===== src/rtl/uart_pkg.sv =====
// Shared UART/ASCII definitions: frame FSM states, ASCII constants and nibble encoder.
package uart_pkg;

    typedef enum logic [1:0] {
        ST_IDLE    = 2'd0,
        ST_SEND    = 2'd1,
        ST_HOLDOFF = 2'd2
    } frame_state_t;

    localparam logic [7:0] ASCII_ZERO  = 8'h30;
    localparam logic [7:0] ASCII_A     = 8'h41;
    localparam logic [7:0] ASCII_QMARK = 8'h3F;
    localparam logic [7:0] ASCII_CR    = 8'h0D;
    localparam logic [7:0] ASCII_LF    = 8'h0A;

    // Decimal digits map to '0'..'9'; 10..15 map to 'A'..'F' or '?' depending on hex.
    function automatic logic [7:0] nibble_to_ascii(input logic [3:0] d, input logic hex);
        if (d <= 4'd9) begin
            return ASCII_ZERO + {4'h0, d};
        end else if (hex) begin
            return ASCII_A + {4'h0, d} - 8'd10;
        end else begin
            return ASCII_QMARK;
        end
    endfunction

endpackage


===== src/rtl/uart_tx_byte.sv =====
// 8N1 byte serializer; ready is high when idle or in the final cycle of the stop bit,
// so a new start in that cycle chains bytes without an idle gap.
module uart_tx_byte #(
    parameter int unsigned CLKS_PER_BIT = 10416
) (
    input  logic       clk,
    input  logic       rst,
    input  logic       start,
    input  logic [7:0] data,
    output logic       txd,
    output logic       ready
);

    localparam int unsigned CLK_W = $clog2(CLKS_PER_BIT);
    localparam logic [CLK_W-1:0] CLK_LAST = CLK_W'(CLKS_PER_BIT - 1);
    localparam logic [3:0] STOP_IDX = 4'd9;

    logic             active;
    logic [CLK_W-1:0] clk_cnt;
    logic [3:0]       bit_idx;
    logic [8:0]       shreg;
    logic             bit_end;

    assign bit_end = (clk_cnt == CLK_LAST);
    assign ready   = !active || (bit_end && bit_idx == STOP_IDX);

    // shreg holds the remaining data bits with the stop bit parked above them
    always_ff @(posedge clk) begin
        if (rst) begin
            active  <= 1'b0;
            clk_cnt <= '0;
            bit_idx <= '0;
            shreg   <= '1;
            txd     <= 1'b1;
        end else if (start && ready) begin
            active  <= 1'b1;
            clk_cnt <= '0;
            bit_idx <= '0;
            shreg   <= {1'b1, data};
            txd     <= 1'b0;
        end else if (active) begin
            if (bit_end) begin
                clk_cnt <= '0;
                if (bit_idx == STOP_IDX) begin
                    active <= 1'b0;
                    txd    <= 1'b1;
                end else begin
                    bit_idx <= bit_idx + 4'd1;
                    txd     <= shreg[0];
                    shreg   <= {1'b1, shreg[8:1]};
                end
            end else begin
                clk_cnt <= clk_cnt + 1'b1;
            end
        end
    end

endmodule


===== src/rtl/ascii_frame_sender.sv =====
// Sends a frame of ASCII-encoded nibbles (optionally followed by CR LF) over UART
// on each rising edge of transmit, then locks out new requests for a holdoff period.
module ascii_frame_sender
    import uart_pkg::*;
#(
    parameter int unsigned NUM_DIGITS     = 4,
    parameter int unsigned CLKS_PER_BIT   = 10416,
    parameter int unsigned HOLDOFF_CYCLES = 50000000,
    parameter int unsigned APPEND_CRLF    = 1,
    parameter int unsigned HEX_MODE       = 1
) (
    input  logic                    clk,
    input  logic                    rst,
    input  logic                    transmit,
    input  logic [4*NUM_DIGITS-1:0] digits,
    output logic                    txd,
    output logic                    busy,
    output logic                    done
);

    localparam int unsigned NUM_BYTES = NUM_DIGITS + ((APPEND_CRLF != 0) ? 2 : 0);
    localparam int unsigned IDX_W     = (NUM_BYTES > 1) ? $clog2(NUM_BYTES) : 1;
    localparam int unsigned HO_LAST   = (HOLDOFF_CYCLES == 0) ? 0 : HOLDOFF_CYCLES - 1;
    localparam int unsigned HO_W      = (HO_LAST > 0) ? $clog2(HO_LAST + 1) : 1;
    localparam logic [IDX_W-1:0] IDX_LAST   = IDX_W'(NUM_BYTES - 1);
    localparam logic [HO_W-1:0]  HO_END     = HO_W'(HO_LAST);
    localparam logic [IDX_W:0]   DIGIT_LAST = (IDX_W + 1)'(NUM_DIGITS);

    frame_state_t            state, state_next;
    logic                    transmit_q;
    logic                    start;
    logic [4*NUM_DIGITS-1:0] snap;
    logic [IDX_W-1:0]        byte_idx;
    logic [HO_W-1:0]         ho_cnt;
    logic                    tx_start;
    logic [7:0]              tx_data;
    logic                    tx_ready;
    logic                    done_next;
    logic [IDX_W:0]          sel_idx;
    logic [4*NUM_DIGITS-1:0] sel_src;
    logic [3:0]              sel_nib;

    assign start = transmit && !transmit_q && (state == ST_IDLE);

    always_ff @(posedge clk) begin
        if (rst) begin
            state <= ST_IDLE;
        end else begin
            state <= state_next;
        end
    end

    always_comb begin
        state_next = state;
        tx_start   = 1'b0;
        done_next  = 1'b0;
        case (state)
            ST_IDLE: begin
                if (start) begin
                    state_next = ST_SEND;
                    tx_start   = 1'b1;
                end
            end
            ST_SEND: begin
                if (tx_ready) begin
                    if (byte_idx == IDX_LAST) begin
                        state_next = ST_HOLDOFF;
                        done_next  = 1'b1;
                    end else begin
                        tx_start = 1'b1;
                    end
                end
            end
            ST_HOLDOFF: begin
                if (ho_cnt == HO_END) begin
                    state_next = ST_IDLE;
                end
            end
            default: state_next = ST_IDLE;
        endcase
    end

    // The first byte comes from live digits (snapshot not yet loaded); later bytes from the snapshot
    always_comb begin
        sel_idx = '0;
        sel_src = digits;
        sel_nib = '0;
        if (state == ST_SEND) begin
            sel_idx = (IDX_W + 1)'(byte_idx) + 1'b1;
            sel_src = snap;
        end
        for (int unsigned i = 0; i < NUM_DIGITS; i++) begin
            if (sel_idx == (IDX_W + 1)'(i)) begin
                sel_nib = sel_src[4*i +: 4];
            end
        end
        if (sel_idx < DIGIT_LAST) begin
            tx_data = nibble_to_ascii(sel_nib, HEX_MODE != 0);
        end else if (sel_idx == DIGIT_LAST) begin
            tx_data = ASCII_CR;
        end else begin
            tx_data = ASCII_LF;
        end
    end

    always_ff @(posedge clk) begin
        if (rst) begin
            transmit_q <= 1'b1;
            snap       <= '0;
            byte_idx   <= '0;
            ho_cnt     <= '0;
            busy       <= 1'b0;
            done       <= 1'b0;
        end else begin
            transmit_q <= transmit;
            done       <= done_next;
            busy       <= (state_next != ST_IDLE);
            if (start) begin
                snap <= digits;
            end
            if (state != ST_SEND) begin
                byte_idx <= '0;
            end else if (tx_start) begin
                byte_idx <= byte_idx + 1'b1;
            end
            ho_cnt <= (state == ST_HOLDOFF) ? ho_cnt + 1'b1 : '0;
        end
    end

    uart_tx_byte #(
        .CLKS_PER_BIT(CLKS_PER_BIT)
    ) u_tx (
        .clk  (clk),
        .rst  (rst),
        .start(tx_start),
        .data (tx_data),
        .txd  (txd),
        .ready(tx_ready)
    );

endmodule


===== config.mk =====
export PLATFORM = sky130hd
export DESIGN_NAME = ascii_frame_sender
export DESIGN_NICKNAME = d
export VERILOG_FILES = /design/src/rtl/uart_pkg.sv /design/src/rtl/uart_tx_byte.sv /design/src/rtl/ascii_frame_sender.sv
export SDC_FILE = /design/constraint.sdc
export NUM_CORES = 1
export LEC_CHECK = 0
export BUFFER_PORTS_ARGS = -buffer_cell sky130_fd_sc_hd__buf_2
export CAP_MARGIN = 20
export CORE_UTILIZATION = 35
export CTS_CLUSTER_SIZE = 16
export DETAILED_ROUTE_END_ITERATION = 6
export HOLD_SLACK_MARGIN = 0.15
export PLACE_DENSITY = 0.55
export SLEW_MARGIN = 20
export SYNTH_ARGS = -nofsm -noshare
export SYNTH_HDL_FRONTEND = slang
export SYNTH_SLANG_ARGS = --single-unit

===== constraint.sdc =====
create_clock -name clk -period 6.36 [get_ports clk]
set_input_delay 0.636 -clock clk [delete_from_list [all_inputs] [get_ports clk]]
set_output_delay 0.636 -clock clk [all_outputs]
set_load 0.02 [all_outputs]

==> results.yml, run 1 <==
status:
  status: "completed"
detailed_routing:
  drc: 0
  routed_wl_mm: 7.39
  viasPerCell: 5.01
  antenna_left: 0
  routedWlPerCell_um: 12.8
  drt_iter0_drc: 99
  vias: 2899
  dr.pass1.iters: 4
synthesis:
  synth_cell_types: 55
  ys_seq_area_share_pct: 43.1
  synth_top_area_share_pct: 43.1
  synthesis.instances: 425
  synth_flop_cell: "dfxtp_1"
  synthArstFlopShare_pct: 0
  syn-num-nets: 452
  syn_area_um2: 3620
  synth_area_leaders: "dfxtp_1, xor2_1, nand2_1, nor2_1, a21oi_1"
  avgSynthCellArea_um2: 8.52
  synth.largest_area_cell: "dfxtp_1"
  synth_edf_count: 0
  ys_ff_latch: 78
  synth_warnings: 0
timing:
  setup_violations: 0
  slew_violations: 0
  period_share_pct: 52.3
  period_minus_slack_ps: 3330
  worst_pin_slew_ps: 875
  max_freq_mhz: 300
  skew_ps: 11.7
  fin_setup_tns_ps: 0
  rsz0062_at_grt: "no"
  hold_viol_final: 0
  relSlewSlack_pct: 41.7
cells_and_area:
  stdcell_count: 579
  syn_to_final_growth_pct: 10.6
  final_nets: 468
  drive_above_1_share_pct: 10.8
  layout_common_cells: "dfxtp_1, nand2_1, nor2_1"
  regArea_um2: 1560
  num-fill-cells: 1044
  final_util_pct: 40.4
  diodes: 0
  final_common_cell: "dfxtp_1"
  multi_input_area_um2: 1930
clock_tree:
  path_clk_slew_ps: 80
  cts_buffer_depth: 2
  postCtsHoldBufs: 0
  numClockSinks: 78
  clockRootBuffer: "clkbuf_8"
  clock_latency_ps: 360
  cts_made_buffers: 9
  cts_tree: "yes"
  post-cts-setup-buffer-count: 0
  h-tree-depth: 3
  cts_resized: 0
power:
  p_int_mw: 0.680
  pwr-share-clk_pct: 36.2
  power.density_nw_per_um2: 227
  pwr-share-comb_pct: 7.8
  swShare_pct: 25.1
  seq_power_share_pct: 56.0
  p_total_mw: 0.908
  peakVddDrop_mv: 0.102
  p_leak_nw: 1.41
  p_switching_mw: 0.228
floorplanning:
  die_w_um: 104
  core-area_um2: 9910
  start_util_pct: 36.5
  io_pins: 22
  die_h_um: 104
  row_count: 36
  die_area_um2: 10800
worst_hold_path:
  worstHoldPathCells: 2
  hold_end: "snap[14]"
  worstHoldStart: "snap[14]"
  worstHoldPathType: "reg -> reg"
critical_path:
  timing.rr.end: "u_tx.shreg[1]"
  r2r-start: "state[1]"
  worst-r2r-setup-slack_ps: 3030
  path_class: "reg -> reg"
  cp-start-kind: "register"
  cp.arrival_ps: 3570
  cp-end-kind: "register"
  cp_max_fo: 17
  cp.required_ps: 6600
  rr_worst_depth: 9
grt:
  grtUsageTotal_pct: 14.5
  grt_pass1_wl_mm: 12.8
  gr-total-overflow: 0
  grt_pass1_vias: 2753
  grt_max_degree: 41
  antenna_found_initial: 0
place:
  port_buffers: 21
  dpl.hpwl_mm: 5.11
  gp_congestion: 0.787
  dp.cells: 563
job:
  drv_cap: 0
-- state kept, by name (all words and copies together) (netlist names), 2 cells and up --
signal        count
u_tx.bit_idx      4
ho_cnt           26
byte_idx          3
u_tx.shreg        8
snap             16
u_tx.clk_cnt     14
state             2
-- power by group through the flow --
stage               Combinational (mW)  Sequential (mW)  Clock (mW)
finish                          0.0707            0.509       0.329
global route                    0.0797            0.510       0.367
CTS                             0.0708            0.508       0.344
detailed placement              0.0705            0.520           0
floorplan                       0.0524            0.517           0
global placement                0.0690            0.520           0
-- per-stage QoR --
| stage | setup WS, ps | hold WS (ps) | instance area (um^2) |
|---|---|---|---|
| 2_1_floorplan | 3640 | 433 | 3620 |
| 3_3_place_gp | 3140 | 444 | 3830 |
| 3_5_place_dp | 3040 | 451 | 3840 |
| 4_1_cts | 3020 | 464 | 4010 |
| 5_1_grt | 2770 | 477 | 4010 |
| 6_report | 3030 | 460 | 4010 |
-- worst max-delay path by stage --
stage                     depth (start not counted)            end  slack [ps]  startpoint
after global placement                            9  u_tx.shreg[1]        3140    state[1]
after floorplan                                  10  u_tx.shreg[1]        3640    state[1]
after CTS                                         9  u_tx.shreg[1]        3020    state[1]
after global routing                              9  u_tx.shreg[1]        2770    state[1]
final                                             9  u_tx.shreg[1]        3030    state[1]
after detailed placement                          9  u_tx.shreg[1]        3040    state[1]
-- final cells by class --
cell class	instances	area share, %
multi-input cells	315	48.3
repair buffers	23	3.09
clock buffers	12	3.62
clock inverters	4	0.562
well taps	133	4.15
inverters	14	1.31
flip-flops and latches	78	39.0
-- synthesized netlist by cell type, drive strengths merged (2+ instances only) --
| cell type | instances |
|---|---|
| inv | 14 |
| mux4 | 2 |
| a22oi | 3 |
| xnor2 | 12 |
| a2111oi | 2 |
| a311o | 2 |
| xor2 | 28 |
| and4 | 3 |
| or4 | 2 |
| o21ai | 9 |
| nand2 | 57 |
| dfxtp | 78 |
| or3 | 7 |
| a211oi | 2 |
| nor3 | 14 |
| nor3b | 2 |
| a221oi | 2 |
| nor2b | 4 |
| and3 | 10 |
| nor2 | 51 |
| buf | 4 |
| and2 | 2 |
| or2 | 4 |
| ha | 8 |
| nand2b | 3 |
| a211o | 2 |
| a31oi | 2 |
| nand3 | 18 |
| nand4 | 9 |
| o211ai | 2 |
| a21oi | 28 |
| clkbuf | 14 |
| mux2i | 7 |
-- worst max-delay path, stage by stage (launching register included) --
cell and delay, ps:
dfxtp_1 440, nand2b_1 550, mux2_4 350, mux4_2 480, a22oi_2 260, ha_1 220, nor2_1 60, o211ai_1 420
mux2i_1 140, a211o_1 300
-- layer usage --
metal / GRT usage (%) / routed length, um / up-vias
met4: 3.78 / 77 / 0
met3: 4.53 / 324 / 9
li1: - / - / 1505
met5: 0 / 0 / -
met2: 23.1 / 3310 / 43
met1: 19.0 / 3680 / 1342
-- cell families after synthesis --
kind of cell	synth area share, %
buffers and inverters	3.59
DFF	43.1
and+or+nand+nor	25.2
muxes	3.59
adders and majority gates	2.77
AOI/OAI and AO/OA	12.0
xor gates and xnor gates	9.68
Note: power is estimated with default switching activity, not from simulation.
==> inputs of run 2 (changes only) <==
Settings changed: PLACE_DENSITY 0.55 to 0.57.
Clock period 6.36 ns to 3 ns, I/O delays scaled along.
==> results.yml, run 2 (synthesized netlist as in run 1, its figures left out) <==
status:
  status: "completed"
timing:
  max_freq_mhz: 353
  hold_viol_final: 0
  skew_ps: 7.79
  period_share_pct: 94.5
  slew_violations: 0
  rsz0062_at_grt: "no"
  period_minus_slack_ps: 2830
  setup_violations: 0
  worst_pin_slew_ps: 884
  fin_ws_ps: 166
  fin_setup_tns_ps: 0
  relSlewSlack_pct: 41.1
detailed_routing:
  dr.pass1.iters: 4
  vias: 2916
  viasPerCell: 4.94
  routed_wl_mm: 7.48
  drt_iter0_drc: 100
  antenna_left: 0
  drc: 0
  routedWlPerCell_um: 12.7
floorplanning:
  start_util_pct: 36.5
  core-area_um2: 9910
  die_area_um2: 10800
  row_count: 36
  io_pins: 22
  die_h_um: 104
  die_w_um: 104
cells_and_area:
  num-fill-cells: 1034
  top_regs: "ho_cnt x26, snap x16, u_tx.clk_cnt x14"
  syn_to_final_growth_pct: 13.7
  largest_reg_flops: 26
  diodes: 0
  final_common_cell: "dfxtp_1"
  layout_common_cells: "dfxtp_1, nand2_1, nor2_1"
  regMostFlops: "ho_cnt"
  stdcell_count: 590
  final_area_um2: 4120
  drive_above_1_share_pct: 13.3
  final_nets: 480
worst_hold_path:
  worstHoldPathCells: 3
  worstHoldStart: "digits[11]"
  hold_end: "snap[11]"
  worstHoldPathType: "in -> reg"
place:
  pre_cts_ws_ps: 106
  dpl.hpwl_mm: 5.23
  dpl_cell_area_um2: 3920
  port_buffers: 21
  gp_congestion: 0.804
  dp.cells: 574
power:
  power.density_nw_per_um2: 488
  pwr-share-clk_pct: 38.3
  swShare_pct: 23.7
  p_switching_mw: 0.477
  seq_power_share_pct: 53.6
  p_int_mw: 1.53
  p_total_mw: 2.01
  pwr-share-comb_pct: 8.0
  p_leak_nw: 1.48
  peakVddDrop_mv: 0.251
clock_tree:
  cts_tree: "yes"
  h-tree-depth: 3
  clockRootBuffer: "clkbuf_8"
  cts_made_buffers: 9
  clock_latency_ps: 350
  cts_buffer_depth: 2
  numClockSinks: 78
  path_clk_slew_ps: 80
  postCtsHoldBufs: 0
critical_path:
  worst-r2r-setup-slack_ps: 170
  slowest_delay_ps: 430
  cp.arrival_ps: 3080
  timing.rr.end: "u_tx.shreg[5]"
  path_class: "reg -> reg"
  cp-start-kind: "register"
  r2r-start: "byte_idx[1]"
  path_cells: "inv_1, ha_2, o21ai_0, o32ai_1, a22oi_1, buf_4, ha_1, nor2_1, o211ai_1, buf_4, a311o_1, a41o_1"
  cp_max_fo: 8
  cp.required_ps: 3240
  cp_slowest_cell: "dfxtp_1"
  rr_worst_depth: 12
  critPathBufInv: 3
  cp-end-kind: "register"
  critPathTopFamily: "compound AO/OA/AOI/OAI gates"
  crit_path_frequent_cell: "buf_4"
grt:
  grt_pass1_wl_mm: 12.7
  grt.met1_usage_pct: 19.2
  grt.met3_usage_pct: 2.64
  met2_usage_pct: 22.8
  grt_pass1_vias: 2773
  antenna_found_initial: 0
  grt_max_degree: 27
  grt_busiest_layer: "met2"
  gr-total-overflow: 0
  grtUsageTotal_pct: 14.4
job:
  drv_cap: 0
-- run 2: repair_timing --
action / CTS / global route
buffers inserted: 0 / 1
gates resized for setup: 0 / 1
setup endpoints to repair: 0 / 3
-- run 2: power by group through the flow --
stage               combinational [mW]  sequential (mW)  clock [mW]
floorplan                        0.111             1.10           0
global placement                 0.157             1.10           0
detailed placement               0.159             1.10           0
CTS                              0.160             1.08       0.798
global route                     0.180             1.08       0.841
finish                           0.161             1.08       0.770
-- run 2: stage by stage --
stage | hold WS [ps] | utilization (%)
global placement | 448 | 39.5
detailed placement | 450 | 39.5
CTS | 170 | 41.4
finish | 185 | 41.5
floorplan | 407 | -
global route | 181 | 41.5
-- run 2: worst max-delay path by stage --
| stage | startpoint | to | slack, ps | cells past startpoint |
|---|---|---|---|---|
| final | byte_idx[1] | u_tx.shreg[5] | 170 | 12 |
| after CTS | state[0] | u_tx.shreg[1] | 100 | 9 |
| after detailed placement | state[0] | u_tx.shreg[1] | 110 | 9 |
| after global placement | state[0] | u_tx.shreg[1] | 220 | 9 |
| after global routing | byte_idx[0] | u_tx.shreg[5] | 9 | 12 |
| after floorplan | state[1] | u_tx.shreg[1] | 280 | 10 |
-- run 2: tightest hold or removal path, delay by kind of cell --
kind                   cells  cell delay, ps
AOI/OAI and AO/OA          1              50
buffers and inverters      1             100
and+or+nand+nor            1              40
-- run 2: layer usage --
| metal | wire length, um | vias to the layer above |
|---|---|---|
| met2 | 3390 | 38 |
| met1 | 3790 | 1344 |
| li1 | - | 1525 |
| met5 | 0 | - |
| met3 | 193 | 9 |
| met4 | 103 | 0 |
-- run 2: final cells by class --
| class | instances | area [um^2] | area share [%] |
|---|---|---|---|
| tap | 133 | 166 | 4.04 |
| clock buffer | 11 | 141 | 3.44 |
| timing repair buffer | 35 | 210 | 5.11 |
| multi-input combinational | 315 | 1940 | 47.0 |
| sequential | 78 | 1560 | 37.9 |
| inverter | 14 | 52.6 | 1.28 |
| clock inverter | 4 | 47.5 | 1.16 |
==> inputs of run 3 (changes only) <==
Settings changed: CORE_UTILIZATION 35 to 54, PLACE_DENSITY 0.57 to 0.79.
==> results.yml, run 3 (synthesized netlist as in run 1, its figures left out) <==
status:
  status: "finished with violations"
  violations: "DRC"
clock_tree:
  cts_buffer_depth: 2
  cts_made_buffers: 9
  path_clk_slew_ps: 80
  numClockSinks: 78
  cts_tree: "yes"
  h-tree-depth: 3
  clock_latency_ps: 350
  clockRootBuffer: "clkbuf_8"
detailed_routing:
  routed_wl_mm: 7.20
  routedWlPerCell_um: 13.6
  drc: 2
  vias: 2989
  dr.pass1.iters: 6
  viasPerCell: 5.64
  antenna_left: 0
  drt_iter0_drc: 127
grt:
  grt_pass1_vias: 2883
  gr-total-overflow: 0
  grt_pass1_wl_mm: 12.6
  antenna_found_initial: 0
  grtUsageTotal_pct: 22.2
  grt_max_degree: 41
floorplanning:
  die_area_um2: 7040
  die_h_um: 83.9
  io_pins: 22
  row_count: 29
  die_w_um: 83.9
  start_util_pct: 56.4
  core-area_um2: 6420
cells_and_area:
  final_util_pct: 63.3
  drive_above_1_share_pct: 12.8
  stdcell_count: 530
  syn_to_final_growth_pct: 12.2
  largest_reg_flops: 26
  layout_common_cells: "dfxtp_1, nand2_1, nor2_1"
  regMostFlops: "ho_cnt"
  top_regs: "ho_cnt x26, snap x16, u_tx.clk_cnt x14"
  final_nets: 475
  final_common_cell: "dfxtp_1"
  diodes: 0
critical_path:
  critPathTopFamily: "multiplexers"
  slowest_delay_ps: 480
  critical_path.startpoint: "state[1]"
  crit_cells: 9
  path_cells: "nand2b_1, mux2_4, mux4_2, a22oi_2, ha_1, nor2_1, o211ai_1, mux2i_1, or2_2"
  r2r-start: "state[1]"
  cp_slowest_cell: "mux4_2"
  rr_worst_depth: 9
  cp.required_ps: 3240
  cp-start-kind: "register"
  cp-end-kind: "register"
  timing.rr.end: "u_tx.shreg[6]"
  path_class: "reg -> reg"
  cp.arrival_ps: 3090
  cp_max_fo: 7
  worst-r2r-setup-slack_ps: 150
  critPathBufInv: 0
worst_hold_path:
  hold_end: "transmit_q"
  worstHoldPathCells: 2
  worstHoldStart: "transmit"
  worstHoldPathType: "in -> reg"
place:
  dpl.hpwl_mm: 4.96
  gp_congestion: 0.881
  port_buffers: 21
  dp.cells: 513
timing:
  relSlewSlack_pct: 44.1
  hold_viol_final: 0
  setup_violations: 0
  period_share_pct: 94.9
  period_minus_slack_ps: 2850
  worst_pin_slew_ps: 838
  max_freq_mhz: 351
  skew_ps: 4.85
  slew_violations: 0
power:
  peakVddDrop_mv: 0.311
  power.density_nw_per_um2: 534
  p_leak_nw: 1.48
job:
  drv_cap: 0
[run 3: changes by cell type in the layout (fill, tap and decap cells not counted), moves of 2 or more]
cell / change
dfxtp_1: -2
bufinv_16: +2
clkinv_2: -2
dfxtp_2: +2
clkinv_4: +2
buf_4: -5
[run 3: cell type report]
| class | instances | area [um^2] |
|---|---|---|
| clock inverter | 5 | 108 |
| timing repair buffer | 30 | 173 |
| clock buffer | 11 | 131 |
| inverter | 14 | 52.6 |
| sequential | 78 | 1560 |
| tap | 77 | 96.3 |
| multi-input combinational | 315 | 1940 |
| fill | 551 | 2360 |
[run 3: routing by layer]
metal | vias up | GRT usage, % | wire length, um
met3 | 11 | 6.73 | 273
met2 | 52 | 37.5 | 3480
met5 | - | 0 | 0
met4 | 0 | 6.58 | 138
li1 | 1524 | - | -
met1 | 1402 | 27.3 | 3310
[run 3: power breakdown]
part / internal (mW) / switching (mW)
Clock: 0.556 / 0.381
Combinational: 0.0675 / 0.0883
Sequential: 1.06 / 0.0177
Total: 1.68 / 0.487
[run 3: how the worst max path moves through the flow]
stage / endpoint
finish: u_tx.shreg[6]
global route: u_tx.shreg[6]
CTS: u_tx.shreg[6]
detailed placement: u_tx.shreg[1]
global placement: u_tx.shreg[1]
floorplan: u_tx.shreg[1]
[run 3: per-stage QoR]
step	setup TNS [ps]	cell area, um^2	worst slack, ps	power [mW]	hold slack, ps
2_1_floorplan	0	3620	281	1.21	407
3_3_place_gp	0	3810	185	1.25	444
3_5_place_dp	0	3810	101	1.25	449
4_1_cts	0	4050	47.9	2.19	151
5_1_grt	-29.3	4060	-29.3	2.26	151
6_report	0	4060	152	2.17	154
[run 3: timing repair]
action                     4_1_cts  5_1_grt
gates resized for setup          0        3
setup buffers                    0        1
hold buffers                     0        0
setup endpoints to repair        0        4
